[config.mk]
export PLATFORM = sky130hd
export DESIGN_NAME = seg7_scan_decoder
export DESIGN_NICKNAME = d
export VERILOG_FILES = /design/src/rtl/seg7_pkg.sv /design/src/rtl/seg7_pattern_decode.sv /design/src/rtl/seg7_scan_decoder.sv
export SDC_FILE = /design/constraint.sdc
export NUM_CORES = 1
export LEC_CHECK = 0
export CAP_MARGIN = 5
export CORE_MARGIN = 4
export CORE_UTILIZATION = 45
export DETAILED_ROUTE_END_ITERATION = 8
export PLACE_DENSITY = 0.75
export SLEW_MARGIN = 20
export SYNTH_ARGS = -nofsm -noshare
export SYNTH_HDL_FRONTEND = slang
export SYNTH_SLANG_ARGS = --single-unit
[constraint.sdc]
create_clock -name clk -period 5.2 [get_ports clk]
set_input_delay 0.52 -clock clk [delete_from_list [all_inputs] [get_ports clk]]
set_output_delay 0.52 -clock clk [all_outputs]
set_load 0.03 [all_outputs]
[src/rtl/seg7_pkg.sv]
// rtl/seg7_pkg.sv - shared 7-segment pattern table and anode classification helpers
package seg7_pkg;

   // Active-low segment patterns {dp,g,f,e,d,c,b,a}, dp held off (1).
   // The display encoder and this decoder both use this single table.
   localparam logic [7:0] SEG_0 = 8'hC0;
   localparam logic [7:0] SEG_1 = 8'hF9;
   localparam logic [7:0] SEG_2 = 8'hA4;
   localparam logic [7:0] SEG_3 = 8'hB0;
   localparam logic [7:0] SEG_4 = 8'h99;
   localparam logic [7:0] SEG_5 = 8'h92;
   localparam logic [7:0] SEG_6 = 8'h82;
   localparam logic [7:0] SEG_7 = 8'hF8;
   localparam logic [7:0] SEG_8 = 8'h80;
   localparam logic [7:0] SEG_9 = 8'h90;

   localparam logic [7:0] SEG_BLANK     = 8'hFF;
   localparam logic [3:0] DIGIT_INVALID = 4'hF;

   // All anodes released: the idle value of the active-low anode bus.
   localparam logic [7:0] ANODE_NONE = 8'hFF;

   typedef enum logic [1:0] {
      ANODE_BLANK = 2'd0,
      ANODE_SLOT  = 2'd1,
      ANODE_MULTI = 2'd2
   } anode_class_e;

   typedef struct packed {
      anode_class_e cls;
      logic [2:0]   slot;
   } anode_info_t;

   // Encoder-side helper: BCD digit to active-low pattern, blank for non-BCD.
   function automatic logic [7:0] seg7_encode(input logic [3:0] digit);
      logic [7:0] pat;
      case (digit)
         4'd0:    pat = SEG_0;
         4'd1:    pat = SEG_1;
         4'd2:    pat = SEG_2;
         4'd3:    pat = SEG_3;
         4'd4:    pat = SEG_4;
         4'd5:    pat = SEG_5;
         4'd6:    pat = SEG_6;
         4'd7:    pat = SEG_7;
         4'd8:    pat = SEG_8;
         4'd9:    pat = SEG_9;
         default: pat = SEG_BLANK;
      endcase
      return pat;
   endfunction

   // Classify an active-low anode word: one low bit inside the decoded range is
   // a slot, no low bit (or one outside the range) is blank, two or more is a fault.
   function automatic anode_info_t classify_anode(input logic [7:0] anode,
                                                  input int         num_digits);
      anode_info_t info;
      int          lows;
      info.cls  = ANODE_BLANK;
      info.slot = 3'd0;
      lows      = 0;
      for (int i = 0; i < 8; i++) begin
         if (!anode[i]) begin
            lows++;
            info.slot = 3'(i);
         end
      end
      if (lows >= 2) begin
         info.cls = ANODE_MULTI;
      end else if (lows == 1 && int'(info.slot) < num_digits) begin
         info.cls = ANODE_SLOT;
      end
      return info;
   endfunction

endpackage

[src/rtl/seg7_pattern_decode.sv]
// rtl/seg7_pattern_decode.sv - active-low 7-segment pattern to BCD digit decoder
module seg7_pattern_decode
   import seg7_pkg::*;
(
   input  logic [7:0] pattern,
   output logic [3:0] digit,
   output logic       valid
);

   logic [7:0] pat_nodp;

   // Force the decimal point off so it never affects the match, then look up the table.
   always_comb begin
      pat_nodp = pattern | 8'h80;
      digit    = DIGIT_INVALID;
      valid    = 1'b1;
      case (pat_nodp)
         SEG_0:   digit = 4'd0;
         SEG_1:   digit = 4'd1;
         SEG_2:   digit = 4'd2;
         SEG_3:   digit = 4'd3;
         SEG_4:   digit = 4'd4;
         SEG_5:   digit = 4'd5;
         SEG_6:   digit = 4'd6;
         SEG_7:   digit = 4'd7;
         SEG_8:   digit = 4'd8;
         SEG_9:   digit = 4'd9;
         default: valid = 1'b0;
      endcase
   end

endmodule

[src/rtl/seg7_scan_decoder.sv]
// rtl/seg7_scan_decoder.sv - multiplexed 7-segment bus monitor: scan tracking and frame assembly
module seg7_scan_decoder
   import seg7_pkg::*;
#(
   parameter int NUM_DIGITS = 2,
   parameter int SETTLE     = 4,
   parameter int TIMEOUT    = 400_000
)(
   input  logic                    clk,
   input  logic                    clr,
   input  logic [7:0]              seg_7_display,
   input  logic [7:0]              active_low_anode,
   output logic [4*NUM_DIGITS-1:0] digits,
   output logic                    number_valid,
   output logic                    frame_changed,
   output logic                    pattern_error,
   output logic                    anode_error,
   output logic                    display_stalled
);

   localparam int DW = 4 * NUM_DIGITS;
   localparam int SW = $clog2(SETTLE + 1);
   localparam int IW = $clog2(TIMEOUT + 1);

   localparam logic [SW-1:0] SETTLE_MAX    = SW'(SETTLE);
   localparam logic [SW-1:0] SETTLE_SAMPLE = SW'(SETTLE - 1);
   localparam logic [IW-1:0] IDLE_MAX      = IW'(TIMEOUT);

   // Registered state
   logic [7:0]            anode_prev_q, anode_prev_d;
   logic [SW-1:0]         settle_q, settle_d;
   logic [NUM_DIGITS-1:0] mask_q, mask_d;
   logic [DW-1:0]         shadow_q, shadow_d;
   logic [IW-1:0]         idle_q, idle_d;
   logic [DW-1:0]         digits_q, digits_d;
   logic                  number_valid_q, number_valid_d;
   logic                  frame_changed_q, frame_changed_d;
   logic                  pattern_error_q, pattern_error_d;
   logic                  anode_error_q, anode_error_d;

   // Combinational helpers
   anode_info_t           anode_info;
   logic                  sample;
   logic [NUM_DIGITS-1:0] slot_bit;
   logic [NUM_DIGITS-1:0] mask_merged;
   logic [DW-1:0]         shadow_merged;
   logic                  frame_done;
   logic [3:0]            dec_digit;
   logic                  dec_valid;

   seg7_pattern_decode u_decode (
      .pattern (seg_7_display),
      .digit   (dec_digit),
      .valid   (dec_valid)
   );

   // Classify the current anode word into slot / blank / multi-driven.
   always_comb begin
      anode_info = classify_anode(active_low_anode, NUM_DIGITS);
   end

   // Settle tracking: restart on any anode change, saturate once settled; sample exactly once
   // per stable period, on the clock where the running count reaches SETTLE-1.
   always_comb begin
      anode_prev_d = active_low_anode;
      if (active_low_anode != anode_prev_q) begin
         settle_d = '0;
      end else if (settle_q == SETTLE_MAX) begin
         settle_d = settle_q;
      end else begin
         settle_d = settle_q + 1'b1;
      end
      sample = (settle_d == SETTLE_SAMPLE) && (anode_info.cls == ANODE_SLOT);
   end

   // Frame assembly: merge this cycle's sample into the shadow/mask, publish on a full mask.
   always_comb begin
      slot_bit      = '0;
      shadow_merged = shadow_q;
      for (int k = 0; k < NUM_DIGITS; k++) begin
         if (sample && anode_info.slot == 3'(k)) begin
            slot_bit[k]           = 1'b1;
            shadow_merged[4*k +: 4] = dec_digit;
         end
      end
      mask_merged     = mask_q | slot_bit;
      frame_done      = sample && (&mask_merged);

      shadow_d        = shadow_merged;
      mask_d          = frame_done ? '0 : mask_merged;
      digits_d        = frame_done ? shadow_merged : digits_q;
      number_valid_d  = frame_done;
      frame_changed_d = frame_done && (shadow_merged != digits_q);
   end

   // Sticky error flags and the idle (no-capture) counter.
   always_comb begin
      pattern_error_d = pattern_error_q | (sample & ~dec_valid);
      anode_error_d   = anode_error_q | (anode_info.cls == ANODE_MULTI);
      if (sample) begin
         idle_d = '0;
      end else if (idle_q == IDLE_MAX) begin
         idle_d = idle_q;
      end else begin
         idle_d = idle_q + 1'b1;
      end
   end

   // State registers; clr discards any partial frame immediately.
   always_ff @(posedge clk or posedge clr) begin
      if (clr) begin
         anode_prev_q    <= ANODE_NONE;
         settle_q        <= '0;
         mask_q          <= '0;
         shadow_q        <= '0;
         idle_q          <= '0;
         digits_q        <= '0;
         number_valid_q  <= 1'b0;
         frame_changed_q <= 1'b0;
         pattern_error_q <= 1'b0;
         anode_error_q   <= 1'b0;
      end else begin
         anode_prev_q    <= anode_prev_d;
         settle_q        <= settle_d;
         mask_q          <= mask_d;
         shadow_q        <= shadow_d;
         idle_q          <= idle_d;
         digits_q        <= digits_d;
         number_valid_q  <= number_valid_d;
         frame_changed_q <= frame_changed_d;
         pattern_error_q <= pattern_error_d;
         anode_error_q   <= anode_error_d;
      end
   end

   assign digits          = digits_q;
   assign number_valid    = number_valid_q;
   assign frame_changed   = frame_changed_q;
   assign pattern_error   = pattern_error_q;
   assign anode_error     = anode_error_q;
   assign display_stalled = (idle_q == IDLE_MAX);

endmodule

==> impl_metrics.prom <==
# TYPE chip_impl_metric gauge
chip_impl_metric{name="tightestPinTransition",unit="ns"} 0.6912
chip_impl_info{name="crit_type",value="in2reg"} 1
chip_impl_metric{name="power.net_switching",unit="mW"} 0.2680
chip_impl_metric{name="fp.dieArea",unit="sq um"} 8775
chip_impl_metric{name="synth_async_sr_flop_share",unit=""} 1.000
chip_impl_metric{name="fraction_of_the_cycle_the_final_worst_path_needs",unit=""} 0.9665
chip_impl_metric{name="numClockSinks",unit=""} 52
chip_impl_metric{name="placement.io_buffers",unit=""} 29
chip_impl_metric{name="total_number_of_nets_in_the_final_design",unit=""} 454
chip_impl_metric{name="path_max_fanout",unit=""} 5
chip_impl_metric{name="synth_warnings",unit=""} 0
chip_impl_metric{name="detailedPlacementHpwl",unit="mm"} 5.401
chip_impl_metric{name="reg2reg_depth",unit=""} 9
chip_impl_metric{name="routedWlPerCell",unit="um"} 13.93
chip_impl_info{name="synth_ff_type",value="dfrtp_1"} 1
chip_impl_metric{name="path_clk_slew",unit="ns"} 0.10
chip_impl_metric{name="hold_viol_final",unit=""} 0
chip_impl_metric{name="pwr_density_cell",unit="nW/um^2"} 222.6
chip_impl_info{name="crit_path_end",value="frame_changed"} 1
chip_impl_metric{name="overflow",unit=""} 0
chip_impl_metric{name="cts_inserted_buffers",unit=""} 5
chip_impl_metric{name="power_leakage",unit="nW"} 1.872
chip_impl_metric{name="power.share.sequential",unit=""} 0.435
chip_impl_metric{name="syn_area_per_cell",unit="sq um"} 9.305
chip_impl_info{name="endpoint_kind",value="flop"} 1
chip_impl_metric{name="yosysUniqueCellTypes",unit=""} 64
chip_impl_info{name="worst_r2r_startpoint",value="settle_q[0]"} 1
chip_impl_metric{name="p_sw_frac",unit=""} 0.2827
chip_impl_metric{name="synthToLayoutAreaGrowth",unit="%"} 28.94
chip_impl_metric{name="drt_iter0_drc",unit=""} 99
chip_impl_metric{name="dieWidth",unit="um"} 93.68
chip_impl_metric{name="p_int",unit="mW"} 0.6802
chip_impl_metric{name="vias",unit=""} 2768
chip_impl_metric{name="fp-row-count",unit=""} 30
chip_impl_metric{name="final-seq-area",unit="sq um"} 1311
chip_impl_metric{name="max_cap_viol_count",unit=""} 0
chip_impl_info{name="worst_setup_path_startpoint",value="active_low_anode[0]"} 1
chip_impl_metric{name="grt_usage",unit=""} 0.1729
chip_impl_metric{name="synthCells",unit=""} 355
chip_impl_metric{name="pin_count",unit=""} 31
chip_impl_metric{name="cell_area_synth",unit="sq um"} 3303
chip_impl_metric{name="synthesis.nets",unit=""} 384
chip_impl_info{name="status",value="complete, no violations"} 1
chip_impl_metric{name="timing.max_slew.rel_slack",unit=""} 0.5273
chip_impl_metric{name="synth_sequential_area_ratio",unit=""} 0.3970
chip_impl_metric{name="gp_congestion",unit=""} 0.8879
chip_impl_metric{name="drtAntennaViolNets",unit=""} 0
chip_impl_metric{name="worst_ep_arrival_time",unit="ns"} 5.23
chip_impl_metric{name="drt_pass1_iterations",unit=""} 4
chip_impl_metric{name="setup_violations",unit=""} 0
chip_impl_metric{name="power.clock.fraction",unit=""} 0.300
chip_impl_metric{name="drive_gt1_frac",unit=""} 0.2230
chip_impl_metric{name="h-tree-depth",unit=""} 2
chip_impl_info{name="clock_tree_from_tritoncts",value="built"} 1
chip_impl_metric{name="largest_net_degree_at_the_start_of_global_routing",unit=""} 53
chip_impl_metric{name="min_period",unit="ns"} 5.026
chip_impl_metric{name="comb_power_share",unit=""} 0.266
chip_impl_metric{name="die_y",unit="um"} 93.68
chip_impl_metric{name="core_area",unit="sq um"} 6944
chip_impl_metric{name="postSynthRegisterBits",unit=""} 52
chip_impl_metric{name="finalCoreUtilization",unit=""} 0.6133
chip_impl_metric{name="setup_skew",unit="ns"} 0.01208
chip_impl_metric{name="vias_in_the_first_global_route",unit=""} 2704
chip_impl_metric{name="upper_clock_frequency_limit",unit="MHz"} 199.0
chip_impl_metric{name="first_pass_grt_wire_length",unit="mm"} 12.35
chip_impl_metric{name="vias_per_cell",unit=""} 5.303
chip_impl_metric{name="critical_path_rt",unit="ns"} 5.40
chip_impl_metric{name="clk_path_buf_depth",unit=""} 2
chip_impl_metric{name="slew_viol_final",unit=""} 0
chip_impl_info{name="worst_hold_path_type",value="in2reg"} 1
chip_impl_metric{name="initial_utilization",unit=""} 0.4757
chip_impl_metric{name="filler_cell_count",unit=""} 582
chip_impl_metric{name="drt-total-wl",unit="mm"} 7.271
chip_impl_info{name="start_kind",value="input pin"} 1
chip_impl_metric{name="drcViolationCount",unit=""} 0
chip_impl_metric{name="cts.hold.buffers_added",unit=""} 0
chip_impl_metric{name="vdd_ir_drop_max",unit="mV"} 0.1332
chip_impl_metric{name="num_antenna_cells",unit=""} 0
chip_impl_info{name="r2r_end",value="frame_changed"} 1
chip_impl_metric{name="timing.hold.ws",unit="ns"} 0.4531
chip_impl_metric{name="multiInputGateArea",unit="sq um"} 1971
chip_impl_metric{name="clk-insertion-delay-late",unit="ns"} 0.31
chip_impl_metric{name="number_of_flops_mapped_to_enable_cells_by_yosys",unit=""} 0
chip_impl_metric{name="antenna_found_initial",unit=""} 0
chip_impl_info{name="ctsRootBufferMaster",value="clkbuf_8"} 1
chip_impl_metric{name="setup.reg_to_reg.worst_slack",unit="ns"} 1.74
-- worst min-delay path by stage --
stage,from,to,slack [ns],cells past startpoint
2_1_floorplan,mask_q[0],mask_q[0],0.47,1
6_report,active_low_anode[1],anode_prev_q[1],0.45,2
3_5_place_dp,pattern_error,pattern_error,0.46,1
5_1_grt,active_low_anode[1],anode_prev_q[1],0.44,2
3_3_place_gp,pattern_error,pattern_error,0.47,1
4_1_cts,pattern_error,pattern_error,0.49,1
-- logic make-up after synthesis --
group / Yosys count / synth area share
flops: 52 / 0.3970
xor+xnor: 41 / 0.1182
buf+inv: 41 / 0.05265
mux: 11 / 0.03636
fa+ha+maj: 11 / 0.04167
simple gates: 139 / 0.2223
compound gates: 60 / 0.1318
-- cells in the final DEF, fill, tap and decap left out, drive strengths merged, types with 3 or more instances in the layout --
cell type | Yosys | layout
ha | 11 | 11
nor2b | 9 | 9
nand3 | 12 | 12
mux2i | 6 | 6
mux2 | 5 | 5
nor4 | 8 | 9
nand4 | 5 | 5
nor2 | 35 | 35
xnor2 | 18 | 18
dfstp | 8 | 8
nand2 | 33 | 33
nor3 | 3 | 3
o21ai | 11 | 11
nand2b | 3 | 3
buf | 8 | 47
a2111oi | 4 | 4
inv | 28 | 29
a21oi | 17 | 17
clkbuf | 5 | 6
nor4b | 6 | 6
or3 | 4 | 4
xor2 | 21 | 21
and3 | 7 | 7
o22ai | 3 | 3
dfrtp | 44 | 44
and2 | 3 | 3
clkdlybuf4s50 | 0 | 26
-- flip-flops by register name, summed over array words and instances (netlist names) --
name,flops
anode_error,1
anode_prev_q,8
digits,8
frame_changed,1
idle_q,19
mask_q,2
number_valid,1
pattern_error,1
settle_q,3
shadow_q,8
-- per-stage QoR --
step	power, mW	setup slack (ns)	instance area, sq um	TNS, ns	cells
final	0.9483	0.1741	4259	0	522
after global routing	1.002	-0.09203	4259	-0.1062	522
after CTS	0.9550	0.05238	4194	0	514
after detailed placement	0.6562	-0.5619	4029	-6.414	503
after global placement	0.6454	-0.4654	4029	-3.078	503
after floorplan	0.5732	0.01824	3411	0	355
-- worst max-delay path, cell delays in order --
cell	delay, ns
buf_4	0.11
inv_4	0.03
ha_4	0.25
xnor2_4	0.18
ha_4	0.21
nor2b_4	0.13
a31oi_4	0.15
inv_2	0.07
ha_4	0.28
nor2_4	0.03
a21oi_2	0.15
ha_1	0.27
mux2i_2	0.17
inv_1	0.06
ha_1	0.26
nor2_1	0.09
a21oi_1	0.06
ha_1	0.34
o211ai_1	0.27
a211oi_4	0.09
buf_4	0.15
a2111oi_4	0.44
mux2i_1	0.18
a21oi_1	0.20
o211ai_1	0.11
o41a_1	0.41
-- cell usage after synthesis, drive strengths merged, types with 3 or more instances --
| master | instances | area (sq um) |
|---|---|---|
| a2111oi | 4 | 53.81 |
| a21oi | 17 | 88.84 |
| and2 | 3 | 18.77 |
| and3 | 7 | 43.79 |
| buf | 8 | 50.04 |
| clkbuf | 5 | 18.77 |
| dfrtp | 44 | 1101 |
| dfstp | 8 | 210.2 |
| ha | 11 | 137.6 |
| inv | 28 | 105.1 |
| mux2 | 5 | 60.05 |
| mux2i | 6 | 60.06 |
| nand2 | 33 | 123.9 |
| nand2b | 3 | 18.77 |
| nand3 | 12 | 60.06 |
| nand4 | 5 | 31.28 |
| nor2 | 35 | 138.9 |
| nor2b | 9 | 56.30 |
| nor3 | 3 | 15.01 |
| nor4 | 8 | 65.06 |
| nor4b | 6 | 52.55 |
| o21ai | 11 | 55.05 |
| o22ai | 3 | 18.77 |
| or3 | 4 | 25.02 |
| xnor2 | 18 | 157.7 |
| xor2 | 21 | 183.9 |
-- repair_timing --
action                     4_1_cts  5_1_grt
setup endpoints to repair        5        4
pin swaps                        6       16
gates resized for setup          5       11
cloned                           1        0
setup buffers                    2        8
-- area by class of cell --
cell class,count,share of cell area
Clock buffer,5,0.01616
Clock inverter,3,0.01087
Multi-Input combinational cell,263,0.4627
Sequential cell,52,0.3079
Tap cell,96,0.02820
Inverter,28,0.02526
Timing Repair Buffer,75,0.1489
-- layer usage --
metal / share of wire / GRT usage
met3: 0.036 / 0.02885
met2: 0.47 / 0.2775
met4: 0.016 / 0.05656
met1: 0.48 / 0.2380
met5: 0 / 0
-- power by group through the flow --
stage / Clock (mW) / Sequential, mW / Combinational [mW]
finish: 0.284 / 0.412 / 0.252
global route: 0.312 / 0.413 / 0.277
CTS: 0.297 / 0.412 / 0.245
detailed placement: 0 / 0.420 / 0.236
global placement: 0 / 0.420 / 0.226
floorplan: 0 / 0.420 / 0.154
No activity file was read; power rests on OpenSTA's default activity.
